`src/rtl/axi_ad9963_rx_pack_fifo.sv`:
```
// axi_ad9963_rx_pack_fifo: first-word-fall-through FIFO holding packed DMA words.
// A write into a full FIFO is accepted only when a pop frees the head slot on the same edge.
module axi_ad9963_rx_pack_fifo #(
    parameter int ADDR_WIDTH = 2,
    parameter int DEPTH      = 2 ** ADDR_WIDTH,
    parameter int DATA_WIDTH = 64
) (
    input  logic                  clk,
    input  logic                  rst,
    input  logic                  wr_en,
    input  logic [DATA_WIDTH-1:0] wr_data,
    input  logic                  rd_en,
    output logic [DATA_WIDTH-1:0] rd_data,
    output logic                  empty,
    output logic                  full
);
    localparam logic [ADDR_WIDTH:0] FULL_CNT = (ADDR_WIDTH+1)'(DEPTH);

    logic [DATA_WIDTH-1:0] mem_q [DEPTH];
    logic [ADDR_WIDTH-1:0] wr_ptr_q, wr_ptr_d, rd_ptr_q, rd_ptr_d;
    logic [ADDR_WIDTH:0]   count_q, count_d;
    logic                  wr_ok, rd_ok;

    assign empty   = count_q == '0;
    assign full    = count_q == FULL_CNT;
    assign rd_data = mem_q[rd_ptr_q];

    always_comb begin
        rd_ok    = rd_en && !empty;
        wr_ok    = wr_en && (!full || rd_ok);
        wr_ptr_d = wr_ptr_q + ADDR_WIDTH'(wr_ok);
        rd_ptr_d = rd_ptr_q + ADDR_WIDTH'(rd_ok);
        count_d  = count_q + (ADDR_WIDTH+1)'(wr_ok) - (ADDR_WIDTH+1)'(rd_ok);
    end

    always_ff @(posedge clk or posedge rst) begin
        if (rst) begin
            wr_ptr_q <= '0;
            rd_ptr_q <= '0;
            count_q  <= '0;
        end else begin
            wr_ptr_q <= wr_ptr_d;
            rd_ptr_q <= rd_ptr_d;
            count_q  <= count_d;
        end
    end

    // Storage needs no reset: the count alone decides what is visible.
    always_ff @(posedge clk) begin
        if (wr_ok) mem_q[wr_ptr_q] <= wr_data;
    end
endmodule

```
`src/rtl/axi_ad9963_rx_pack.sv`:
```
// axi_ad9963_rx_pack: packs AD9963 I/Q samples into 64-bit DMA words by channel-enable mode,
// queues them in a FWFT FIFO and pulses adc_dovf when a completed word finds the FIFO full.
module axi_ad9963_rx_pack #(
    parameter int FIFO_ADDR_WIDTH = 2
) (
    input  logic        adc_clk,
    input  logic        adc_rst,
    input  logic        adc_enable_i,
    input  logic        adc_valid_i,
    input  logic [15:0] adc_data_i,
    input  logic        adc_enable_q,
    input  logic        adc_valid_q,
    input  logic [15:0] adc_data_q,
    input  logic        dma_xfer_req,
    input  logic        dma_ready,
    output logic        dma_valid,
    output logic [63:0] dma_data,
    output logic        adc_dovf
);
    localparam logic [1:0] MODE_IQ = 2'b11;
    localparam logic [1:0] MODE_I  = 2'b01;
    localparam logic [1:0] MODE_Q  = 2'b10;
    localparam int         DEPTH   = 2 ** FIFO_ADDR_WIDTH;

    logic [1:0]  mode_q, mode_in, beat_q, beat_d, last_beat;
    logic [63:0] asm_q, asm_d;
    logic        done_q, done_d, dovf_q, dovf_d;
    logic        flush, strobe, take, complete, pop, fifo_empty, fifo_full;
    logic [15:0] smp;

    assign dma_valid = !fifo_empty;
    assign adc_dovf  = dovf_q;

    always_comb begin
        mode_in   = {adc_enable_q, adc_enable_i};
        flush     = (mode_q != mode_in) || !dma_xfer_req;
        strobe    = adc_enable_i ? adc_valid_i : adc_valid_q;
        take      = !flush && strobe && (mode_q inside {MODE_IQ, MODE_I, MODE_Q});
        last_beat = (mode_q == MODE_IQ) ? 2'd1 : 2'd3;
        complete  = take && (beat_q == last_beat);
        smp       = (mode_q == MODE_Q) ? adc_data_q : adc_data_i;
        asm_d     = flush ? '0 : asm_q;
        if (take && mode_q == MODE_IQ) asm_d[{beat_q[0], 5'd0} +: 32] = {adc_data_q, adc_data_i};
        else if (take) asm_d[{beat_q, 4'd0} +: 16] = smp;
        beat_d    = (flush || complete) ? 2'd0 : take ? beat_q + 2'd1 : beat_q;
        done_d    = complete;
        pop       = !fifo_empty && dma_ready;
        // A pop on the write edge frees the head slot, so a full FIFO still takes the word.
        dovf_d    = done_q && fifo_full && !pop;
    end

    always_ff @(posedge adc_clk or posedge adc_rst) begin
        if (adc_rst) begin
            mode_q <= 2'b00;
            beat_q <= 2'd0;
            asm_q  <= '0;
            done_q <= 1'b0;
            dovf_q <= 1'b0;
        end else begin
            mode_q <= mode_in;
            beat_q <= beat_d;
            asm_q  <= asm_d;
            done_q <= done_d;
            dovf_q <= dovf_d;
        end
    end

    axi_ad9963_rx_pack_fifo #(
        .ADDR_WIDTH(FIFO_ADDR_WIDTH),
        .DEPTH     (DEPTH),
        .DATA_WIDTH(64)
    ) u_fifo (
        .clk    (adc_clk),
        .rst    (adc_rst),
        .wr_en  (done_q),
        .wr_data(asm_q),
        .rd_en  (pop),
        .rd_data(dma_data),
        .empty  (fifo_empty),
        .full   (fifo_full)
    );
endmodule
```
`config.mk`:
```
export PLATFORM = sky130hd
export DESIGN_NAME = axi_ad9963_rx_pack
export DESIGN_NICKNAME = d
export VERILOG_FILES = /design/src/rtl/axi_ad9963_rx_pack_fifo.sv /design/src/rtl/axi_ad9963_rx_pack.sv
export SDC_FILE = /design/constraint.sdc
export NUM_CORES = 1
export LEC_CHECK = 0
export ABC_CLOCK_PERIOD_IN_PS = 9830
export CELL_PAD_IN_SITES_DETAIL_PLACEMENT = 1
export CELL_PAD_IN_SITES_GLOBAL_PLACEMENT = 1
export CORE_MARGIN = 1.5
export CORE_UTILIZATION = 43
export DETAILED_ROUTE_END_ITERATION = 16
export GPL_TIMING_DRIVEN = 1
export PLACE_DENSITY = 0.8
export REMOVE_ABC_BUFFERS = 1
export SYNTH_ARGS = -nofsm -noshare
export SYNTH_HDL_FRONTEND = slang
export SYNTH_SLANG_ARGS = --single-unit
```
`constraint.sdc`:
```
create_clock -name adc_clk -period 9.83 [get_ports adc_clk]
set_clock_uncertainty 0.05 [all_clocks]
set_input_delay 1.966 -clock adc_clk [delete_from_list [all_inputs] [get_ports adc_clk]]
set_output_delay 1.966 -clock adc_clk [all_outputs]
set_load 0.005 [all_outputs]
```
After elaboration in Yosys (flattened, before gate mapping)
Memories as Yosys holds them, arrays and structs flattened.
Index checks and enable logic that the tools add are counted.
{"block": "word_totals", "elab_cells": 58, "inputBits": 40, "output_inout_bits": 66, "memories": 1, "register_bits": 77, "ramBits": 256}
{"block": "op_classes", "reduce_logical": 20, "add_sub_neg": 7, "n_shift": 4, "n_mux": 12, "n_eq_ne": 6}
{"memory": "u_fifo.mem_q", "depth": 4, "width": 64, "rd": 1, "rd_ports_with_merged_regs": 0, "wr": 1, "line_no": "axi_ad9963_rx_pack_fifo.sv:19", "source": "logic [DATA_WIDTH-1:0] mem_q [DEPTH];"}
{"operator": "two-way mux 64 bit", "count": 3}
{"operator": "bitwise mux 64 bit", "count": 2}
{"operator": "variable shift 16 x 8 -> 64 bit (first input constant)", "count": 1}
{"operator": "variable shift 32 x 8 -> 64 bit (first input constant)", "count": 1}
{"operator": "variable part select 16 x 8 -> 64 bit", "count": 1}
{"operator": "variable part select 32 x 8 -> 64 bit", "count": 1}
{"operator": "two-way mux 16 bit", "count": 1}
{"operator": "negator 6 -> 8 bit", "count": 2}
{"operator": "logical AND 1 bit", "count": 9}
{"operator": "two-way mux 2 bit", "count": 3}
{"operator": "zero test 1 bit", "count": 5}
{"operator": "adder 2 x 1 -> 2 bit", "count": 2}
{"operator": "equality test 2 bit (second input constant)", "count": 2}
{"operator": "adder 3 x 1 -> 3 bit", "count": 1}
{"operator": "equality test 3 bit (second input constant)", "count": 1}
{"operator": "zero test 3 bit", "count": 1}
{"operator": "logical OR 1 bit", "count": 3}
{"operator": "two-way mux 1 bit", "count": 3}
{"operator": "nonzero test 3 bit", "count": 1}
{"operator": "subtractor 3 x 1 -> 3 bit", "count": 1}
{"operator": "adder 2 x 1 -> 2 bit (second input constant)", "count": 1}
{"operator": "equality test 2 x 1 -> 1 bit (second input constant)", "count": 1}
{"operator": "equality test 2 bit", "count": 1}
{"operator": "!= test 2 bit", "count": 1}
{"operator": "nonzero test 2 bit", "count": 1}

Longest topological paths before layout
Gate-level depths: netlist of run 1.
{"block": "depth", "word_depth": 8, "depth_mapped": 9, "mapped_depth_nobuf": 8}

By module
A second synthesis of run 1 with hierarchy kept.
{"block": "hier_totals", "hier_cells": 800, "hier_area_um2": 14186.1}
{"mod": "axi_ad9963_rx_pack_fifo", "seq_area_each_um2": 7862.5, "instances": 1, "area_each_um2": 9701.8, "cells_per_inst": 366}
{"mod": "axi_ad9963_rx_pack", "seq_area_each_um2": 1751.7, "instances": 1, "area_each_um2": 4484.3, "cells_per_inst": 434}

Least setup slack after synthesis of run 1
No wires, ideal clock.
{"block": "synth_timing", "path_kind": "input-to-reg", "startpoint": "input dma_ready", "endpoint": "memory u_fifo.mem_q[0][0] (enable)", "cell_stages": 3, "path_slack_ns": 2.226, "arrival_time_ns": 6.976, "cell_sequence": "nor4b_1 nor2b_1 nor3b_1"}
{"block": "synth_between", "elab_chain_cells": 6}
{"element": "start: declaration", "line_no": "axi_ad9963_rx_pack.sv:15", "source": "input logic dma_ready,"}
{"element": "logical AND 1 bit", "line_no": "axi_ad9963_rx_pack.sv:47", "source": "pop = !fifo_empty && dma_ready;"}
{"element": "logical AND 1 bit", "line_no": "axi_ad9963_rx_pack_fifo.sv:29", "source": "rd_ok = rd_en && !empty;"}
{"element": "logical OR 1 bit", "line_no": "axi_ad9963_rx_pack_fifo.sv:30", "source": "wr_ok = wr_en && (!full || rd_ok);"}
{"element": "logical AND 1 bit", "line_no": "axi_ad9963_rx_pack_fifo.sv:30"}
{"element": "two-way mux 1 bit", "line_no": "axi_ad9963_rx_pack_fifo.sv:50", "source": "if (wr_ok) mem_q[wr_ptr_q] <= wr_data;"}
{"element": "two-way mux 1 bit (implied by the code)", "line_no": "axi_ad9963_rx_pack_fifo.sv:50"}
{"element": "end: declaration", "line_no": "axi_ad9963_rx_pack_fifo.sv:19"}
Every way passes these cells.

Worst setup path after layout of run 1
{"block": "layout_timing", "startpoint": "register u_fifo.rd_ptr_q[0]", "endpoint": "output dma_data[48]"}
{"block": "layout_between", "elab_chain_cells": 1}
{"element": "start: declaration", "line_no": "axi_ad9963_rx_pack_fifo.sv:20", "source": "logic [ADDR_WIDTH-1:0] wr_ptr_q, wr_ptr_d, rd_ptr_q, rd_ptr_d;"}
{"element": "start signal: assignment", "line_no": "axi_ad9963_rx_pack_fifo.sv:43", "source": "rd_ptr_q <= rd_ptr_d;"}
{"element": "memory (4 x 64 bit)"}
{"element": "end: declaration", "line_no": "axi_ad9963_rx_pack.sv:17", "source": "output logic [63:0] dma_data,"}
Every way passes these cells.

==> results.ini, run 1 <==
[synthesis]
synth-xor-area-share=0.00550
synth_fa_ha_area_frac=0.00751
synth.most_common_cell=edfxtp_1
syn_area_um2=14300
synth_top_family_by_area=multiplexers
synth_compound_area_frac=0.0918
synthTopCellsByArea=edfxtp_1, dfrtp_1, mux4_2
syn_inst=760
ys_seq_area_frac=0.671
yosysTopAreaCell=edfxtp_1
synth_top_area_frac=0.536
ys_types=50
yosys.area_share.simple=0.0210
async_flop_share=0.231
synth-edff-count=256
netlist_top_cells_count=edfxtp_1, dfrtp_1, mux2i_1
synth.area.mux_share=0.162
avgSynthCellArea_um2=18.9
yosysWarnings=0
synth_ff_type=edfxtp_1
synth-seq-cells=333

[clock_network]
ctsResizeCount=0
cts_tree=built
cts_post_setup_buffers_inserted=0
root_buffer=clkbuf_16
ctsHtreeMaxLevel=2
insertion_delay_ns=0.51
holdBufCountCts=0
cts_num_sinks=333
path_clk_slew_ns=0.06
clk_path_buf_depth=3
cts_buffers=36

[floorplanning]
num_rows=66
dieWidth_um=186
die_h_um=186
ios=106
start_util=0.438
die_area_um2=34400
coreArea_um2=32700

[route]
drtAntennaViolNets=0
detail_route.first_pass.iterations=5
avgViaCountPerCell=5.86
vias=7785
drt_iter0_markers=513
wl_um=34300
wire_per_inst_um=25.8
drc=0

[timing]
tightest_slew_ns=1.34
timing.final.hold_violations=0
rsz0062_at_grt=false
post-route-period-util=0.528
slew_viol_final=0
finalWorstSetupSlack_ns=4.64
setup_violations=0
relSlewSlack=0.106
tns_ns=0
clock.fmax_mhz=193
whs_ns=0.444
period_needed_ns=5.19

[global_route]
overflow=0
track_usage=0.204
grt_pass1_vias=8583
grt_max_degree=65
grt_first_pass_wirelength_um=52000
antenna_found_initial=0

[finish]
syn_to_final_growth_pct=16.1
nets=906
num_antenna_cells=0
multi_input_area_um2=4140
final_util=0.509
drive_gt1_frac=0.249
stdcell_area_um2=16600
finalNonFillerCells=1328
regArea_um2=9620
fillers=3031

[critical_path]
rrSetupSlack_ns=6.42
path_cells=buf_4 -> mux4_2 -> clkdlybuf4s50_1
worstPathRequired_ns=7.81
arrival_ns=3.18
worst_path_max_delay_cell=buf_4
startpoint=u_fifo.rd_ptr_q[0]
criticalPathCategory=flip-flop to output port
rr_startpoint=beat_q[0]
rr_worst_depth=6
critPathMaxStageDelay_ns=0.89
cp-start-kind=flip-flop
reg2reg_to=asm_q[50]
endpoint_kind=output port
critPathMaxFanout=52

[power]
clkPwrFrac=0.368
irDropWorstVdd_mv=0.113
power_density_nw_per_um2=206
p_total_mw=3.42
power_switching_uw=853
p_int_mw=2.57
combPwrFrac=0.175
leakage_nw=5.80
switching_share=0.249
p_seq_frac=0.457

[place]
place_hpwl_um=19500
pre_cts_slack_ns=4.87
dp.cells=1262
io_buffers=105
placed_area_um2=15600
gp_congestion=0.733

[status]
outcome=completed

[min_path]
hold_end=u_fifo.count_q[2]
hold_depth=1
min_from=u_fifo.count_q[2]
hold_path_class=flip-flop to flip-flop

[run]
maxCapViolations=0

-- flip-flops by register name (all words and copies together) (netlist names) --
| name | cells |
|---|---|
| adc_dovf | 1 |
| asm_q | 64 |
| beat_q | 2 |
| done_q | 1 |
| mode_q | 2 |
| u_fifo.count_q | 3 |
| u_fifo.mem_q | 256 |
| u_fifo.rd_ptr_q | 2 |
| u_fifo.wr_ptr_q | 2 |
-- cells in the final DEF (no fill, tap or decap), types with 5 or more instances in the layout --
cell / n
edfxtp_1: 256
clkdlybuf4s50_1: 105
dfrtp_1: 74
mux2i_1: 65
mux4_2: 64
clkbuf_16: 37
o22ai_2: 35
a31oi_1: 32
o22ai_1: 29
a22oi_1: 25
a22oi_2: 22
inv_1: 20
buf_4: 13
mux2_4: 11
clkinv_2: 9
clkinv_1: 9
xnor2_1: 8
ha_1: 7
clkbuf_1: 7
mux2_2: 6
nand2_1: 5
-- logic make-up (layout without fill, tap and decap cells) --
logic type,after synthesis,after routing
xor+xnor,9,9
simple gates,37,37
buf+inv,80,206
fa+ha+maj,8,8
compound gates,147,147
mux,146,146
flops,333,333
-- power groups by stage --
| stage | Clock, mW | Sequential, mW | Combinational (mW) |
|---|---|---|---|
| finish | 1.26 | 1.56 | 0.600 |
| global route | 1.32 | 1.57 | 0.642 |
| CTS | 1.27 | 1.57 | 0.618 |
| detailed placement | 0 | 1.59 | 0.613 |
| global placement | 0 | 1.59 | 0.611 |
| floorplan | 0 | 1.65 | 0.295 |
-- area by class of cell --
| type | instances | share of cell area |
|---|---|---|
| clock buffers | 44 | 0.0572 |
| well taps | 442 | 0.0332 |
| inverters | 22 | 0.00504 |
| repair buffers | 118 | 0.0690 |
| clock inverters | 22 | 0.00820 |
| multi-input cells | 347 | 0.249 |
| flip-flops and latches | 333 | 0.578 |
-- how the worst max path moves through the flow --
| stage | slack [ns] | endpoint | cells after the start |
|---|---|---|---|
| finish | 4.64 | dma_data[48] | 3 |
| global route | 4.41 | dma_data[59] | 3 |
| CTS | 4.50 | dma_data[20] | 3 |
| detailed placement | 4.87 | u_fifo.mem_q[1][12] | 6 |
| global placement | 4.96 | u_fifo.mem_q[1][12] | 6 |
| floorplan | 2.23 | u_fifo.mem_q[0][0] | 3 |
-- layer usage --
| metal | wire length (um) | GRT usage | up-vias |
|---|---|---|---|
| met5 | 0 | 0 | - |
| met4 | 687 | 0.0565 | 0 |
| met3 | 1560 | 0.0286 | 56 |
| met2 | 16900 | 0.343 | 229 |
| met1 | 15100 | 0.278 | 4186 |
| li1 | - | - | 3314 |
-- worst max-delay path, delay by kind of cell (launching register included) --
family | cells | cell delay (ns)
DFF | 1 | 0.62
muxes | 1 | 0.63
buffers and inverters | 2 | 1.36
Power figures use the tool's default switching activity.
==> inputs of run 2 (changes only) <==
Settings changed: ABC_CLOCK_PERIOD_IN_PS 9830 to 4200, PLACE_DENSITY 0.8 to 0.83.
Clock period 9.83 ns to 4.2 ns, I/O delays scaled along.
==> results.ini, run 2 (same netlist as run 1, synthesis figures left out) <==
[route]
avgViaCountPerCell=5.83  ; was 5.86
wire_per_inst_um=25.5  ; was 25.8 um
wl_um=33900  ; was 34300 um
drtAntennaViolNets=0  ; unchanged
drc=0  ; unchanged
drt_iter0_markers=434  ; was 513
vias=7766  ; was 7785
detail_route.first_pass.iterations=4  ; was 5

[global_route]
grt_pass1_vias=8471  ; was 8583
track_usage=0.204  ; about the same
antenna_found_initial=0  ; unchanged
overflow=0  ; unchanged
grt_max_degree=65  ; unchanged
grt_first_pass_wirelength_um=52200  ; was 52000 um

[status]
outcome=completed  ; unchanged

[timing]
rsz0062_at_grt=false  ; unchanged
period_needed_ns=3.60
relSlewSlack=0.270  ; was 0.106
setup_violations=0  ; unchanged
whs_ns=0.443  ; was 0.444 ns
post-route-period-util=0.857
clock.fmax_mhz=278
tightest_slew_ns=1.09  ; was 1.34 ns
timing.final.hold_violations=0  ; unchanged
tns_ns=0  ; unchanged
slew_viol_final=0  ; unchanged

[clock_network]
ctsResizeCount=0  ; unchanged
holdBufCountCts=0  ; unchanged
cts_num_sinks=333  ; unchanged
ctsHtreeMaxLevel=2  ; unchanged
cts_tree=built  ; unchanged
path_clk_slew_ns=0.06  ; about the same
insertion_delay_ns=0.52  ; was 0.51 ns
root_buffer=clkbuf_16  ; unchanged
cts_post_setup_buffers_inserted=0  ; unchanged
clk_path_buf_depth=3  ; unchanged
cts_buffers=37  ; was 36

[finish]
regMostFlops=u_fifo.mem_q  ; unchanged
stdcell_area_um2=16900  ; was 16600 um2
final_cell_mix=edfxtp_1, clkdlybuf4s50_1, dfrtp_1  ; unchanged
drive_gt1_frac=0.254  ; was 0.249
syn_to_final_growth_pct=17.9  ; was 16.1%
num_antenna_cells=0  ; unchanged
finalNonFillerCells=1331  ; was 1328
nets=909  ; was 906
final_common_cell=edfxtp_1  ; unchanged
fillers=2977  ; was 3031
reg_top3=u_fifo.mem_q x256, asm_q x64, u_fifo.count_q x3  ; unchanged
largest_reg_flops=256  ; unchanged

[critical_path]
worstPathRequired_ns=3.31  ; was 7.81 ns
endpoint_kind=output port  ; unchanged
criticalPathCategory=flip-flop to output port  ; unchanged
critPathMaxFanout=19  ; was 52
cp-start-kind=flip-flop  ; unchanged
arrival_ns=2.71  ; was 3.18 ns

[floorplanning]
ios=106  ; unchanged
coreArea_um2=32700  ; unchanged
num_rows=66  ; unchanged
start_util=0.438  ; unchanged
dieWidth_um=186  ; unchanged
die_h_um=186  ; unchanged
die_area_um2=34400  ; unchanged

[place]
gp_congestion=0.726  ; was 0.733
placed_area_um2=15700  ; was 15600 um2
place_hpwl_um=19800  ; was 19500 um
io_buffers=105  ; unchanged
dp.cells=1264  ; was 1262

[power]
p_seq_frac=0.438  ; was 0.457
p_int_mw=6.33  ; was 2.57 mW
power_switching_mw=2.01  ; was 853 uW
switching_share=0.241  ; was 0.249
p_total_mw=8.35  ; was 3.42 mW
power_density_nw_per_um2=494  ; was 206 nW/um2
irDropWorstVdd_mv=0.229  ; was 0.113 mV
leakage_nw=5.90  ; was 5.80 nW
combPwrFrac=0.175  ; about the same
clkPwrFrac=0.388  ; was 0.368

[run]
maxCapViolations=0  ; unchanged

[min_path]
hold_path_class=flip-flop to flip-flop  ; unchanged

[run 2: changes by cell type in the layout (fill, tap and decap cells not counted), moves of 2 or more]
| cell | before | now |
|---|---|---|
| buf_12 | 0 | 9 |
| buf_4 | 13 | 6 |
| bufinv_16 | 1 | 4 |
| clkinv_1 | 9 | 6 |
| clkinv_2 | 9 | 6 |
| clkbuf_16 | 37 | 39 |
[run 2: critical path: stages, from the launching register on]
cell             delay, ns
dfrtp_4               0.71
buf_4                 0.41
mux4_2                0.59
clkdlybuf4s50_1       0.47
[run 2: layout make-up]
cell class | instances | area (um2) | share of cell area
repair buffers | 120 | 1280 | 0.0755
clock inverters | 19 | 199 | 0.0118
well taps | 442 | 553 | 0.0327
flip-flops and latches | 333 | 9620 | 0.569
multi-input cells | 347 | 4140 | 0.245
inverters | 22 | 83.8 | 0.00496
clock buffers | 48 | 1020 | 0.0603
[run 2: final timing paths]
| kind | start | endpoint | slack, ns | cells after the start |
|---|---|---|---|---|
| max in group asynchronous | adc_rst | asm_q[4] | 2.65 | 3 |
| worst max register to register | beat_q[0] | asm_q[48] | 1.02 | 6 |
| min in group asynchronous | adc_rst | asm_q[51] | 0.75 | 2 |
| worst max-delay path | u_fifo.rd_ptr_q[0] | dma_data[51] | 0.60 | 3 |
| worst min-delay path | done_q | adc_dovf | 0.44 | 1 |
| worst min register to register | done_q | adc_dovf | 0.44 | 1 |
[run 2: routing by layer]
layer,GRT usage,up-vias,wire length (um)
li1,-,3316,-
met1,0.275,4170,14300
met2,0.342,233,17300
met3,0.0348,47,1730
met4,0.0548,0,629
met5,0,-,0
[run 2: through the flow]
step                      setup slack, ns   util
final                               0.601  0.517
after CTS                           0.540  0.517
after global placement              0.958  0.479
after detailed placement            0.862  0.479
after global routing                0.472  0.517
after floorplan                     -2.28      -
[run 2: power groups by stage]
stage	sequential, mW	clock, mW	combinational (mW)
6_report	3.65	3.24	1.46
5_1_grt	3.66	3.39	1.57
4_1_cts	3.66	3.28	1.50
3_3_place_gp	3.72	0	1.46
2_1_floorplan	3.87	0	0.691
3_5_place_dp	3.72	0	1.48
==> inputs of run 3 (changes only) <==
Settings changed: CORE_ASPECT_RATIO set to 0.75.
==> results.ini, run 3 (same netlist as run 1, synthesis figures left out) <==
[finish]
drive_gt1_frac=0.256  ; was 0.254
largest_reg_flops=256  ; unchanged
regMostFlops=u_fifo.mem_q  ; unchanged
final_cell_mix=edfxtp_1, clkdlybuf4s50_1, dfrtp_1  ; unchanged
syn_to_final_growth_pct=17.5  ; was 17.9%
nets=910  ; was 909
final_common_cell=edfxtp_1  ; unchanged
reg_top3=u_fifo.mem_q x256, asm_q x64, u_fifo.count_q x3  ; unchanged
finalNonFillerCells=1331  ; unchanged
fillers=2986  ; was 2977

[global_route]
grt_max_degree=65  ; unchanged
grt_pass1_vias=8669  ; was 8471
track_usage=0.217  ; was 0.204
antenna_found_initial=1  ; was 0
grt_first_pass_wirelength_um=55100  ; was 52200 um
overflow=0  ; unchanged

[timing]
period_needed_ns=3.60  ; about the same
rsz0062_at_grt=false  ; unchanged
relSlewSlack=0.228  ; was 0.270
clock.fmax_mhz=278  ; about the same
post-route-period-util=0.857  ; about the same
finalWorstSetupSlack_ns=0.599  ; was 0.601 ns
tightest_slew_ns=1.15  ; was 1.09 ns
slew_viol_final=0  ; unchanged
timing.final.hold_violations=0  ; unchanged
setup_violations=0  ; unchanged

[route]
vias=7882  ; was 7766
wire_per_inst_um=27.2  ; was 25.5 um
detail_route.first_pass.iterations=4  ; unchanged
wl_um=36200  ; was 33900 um
avgViaCountPerCell=5.92  ; was 5.83
drc=0  ; unchanged
drtAntennaViolNets=0  ; unchanged
drt_iter0_markers=611  ; was 434

[power]
irDropWorstVdd_mv=0.344  ; was 0.229 mV
leakage_nw=5.89  ; was 5.90 nW
power_density_nw_per_um2=490  ; was 494 nW/um2

[floorplanning]
die_area_um2=34400  ; about the same
num_rows=57  ; was 66
dieWidth_um=214  ; was 186 um
die_h_um=161  ; was 186 um
start_util=0.440  ; was 0.438
coreArea_um2=32600  ; was 32700 um2
ios=106  ; unchanged

[critical_path]
worstPathRequired_ns=3.31  ; about the same
critPathMaxFanout=20  ; was 19
arrival_ns=2.71  ; about the same
endpoint_kind=output port  ; unchanged
criticalPathCategory=flip-flop to output port  ; unchanged
cp-start-kind=flip-flop  ; unchanged

[place]
pre_cts_slack_ns=0.903  ; was 0.862 ns
gp_congestion=0.754  ; was 0.726
place_hpwl_um=21200  ; was 19800 um
io_buffers=105  ; unchanged
dp.cells=1268  ; was 1264

[clock_network]
ctsResizeCount=0  ; unchanged
cts_post_setup_buffers_inserted=0  ; unchanged
clk_path_buf_depth=3  ; unchanged
cts_buffers=34  ; was 37
cts_num_sinks=333  ; unchanged
holdBufCountCts=0  ; unchanged
insertion_delay_ns=0.52  ; about the same
root_buffer=clkbuf_16  ; unchanged
path_clk_slew_ns=0.06  ; about the same
ctsHtreeMaxLevel=2  ; unchanged
cts_tree=built  ; unchanged

[run]
maxCapViolations=0  ; unchanged

[status]
outcome=completed  ; unchanged

[min_path]
hold_path_class=flip-flop to flip-flop  ; unchanged

[run 3: cell count changes in the layout (fill, tap and decap cells not counted), moves of 2 or more]
| cell | delta |
|---|---|
| bufinv_16 | -2 |
| clkinvlp_4 | -2 |
| buf_4 | +5 |
| clkbuf_1 | +2 |
| clkinv_1 | -4 |
| clkbuf_8 | +3 |
[run 3: metal layers]
metal / vias up / GRT usage / wire length (um)
met5: - / 0 / 0
met4: 0 / 0.0563 / 600
met3: 54 / 0.0424 / 2240
met2: 288 / 0.348 / 17700
met1: 4222 / 0.306 / 15600
li1: 3318 / - / -
[run 3: report_power, final]
group          internal (mW)  switching [mW]
logic                  0.814           0.616
registers               3.55           0.154
clock network           1.84            1.27
[run 3: critical path, stage by stage, from the launching register on]
cell,delay (ns)
dfrtp_4,0.73
buf_4,0.39
mux4_2,0.59
clkdlybuf4s50_1,0.47
[run 3: cell type report]
class | instances | area [um2] | share of cell area
clock inverters | 10 | 100 | 0.00594
flip-flops and latches | 333 | 9620 | 0.571
well taps | 442 | 553 | 0.0328
diodes | 1 | 2.50 | 0.000149
repair buffers | 124 | 1290 | 0.0768
clock buffers | 52 | 1040 | 0.0620
inverters | 22 | 83.8 | 0.00498
multi-input cells | 347 | 4140 | 0.246
[run 3: stage by stage]
stage / total power, mW / hold WS [ns] / util / TNS, ns / cell area, um2
finish: 8.25 / 0.469 / 0.517 / 0 / 16800
global route: 8.53 / 0.481 / 0.517 / 0 / 16800
CTS: 8.33 / 0.468 / 0.517 / 0 / 16800
detailed placement: 5.22 / 0.456 / 0.482 / 0 / 15700
global placement: 5.19 / 0.436 / 0.482 / 0 / 15700
floorplan: 4.56 / 0.395 / - / -163.77 / 13800
[run 3: path summary, 6_finish.rpt]
check / depth (start not counted) / startpoint / endpoint / slack (ns)
worst max register to register: 6 / beat_q[0] / asm_q[19] / 1.04
max in group asynchronous: 3 / adc_rst / asm_q[6] / 2.73
worst max-delay path: 3 / u_fifo.rd_ptr_q[0] / dma_data[4] / 0.60
worst min register to register: 1 / u_fifo.count_q[2] / u_fifo.count_q[2] / 0.47
worst min-delay path: 1 / u_fifo.count_q[2] / u_fifo.count_q[2] / 0.47
min in group asynchronous: 2 / adc_rst / mode_q[0] / 0.67
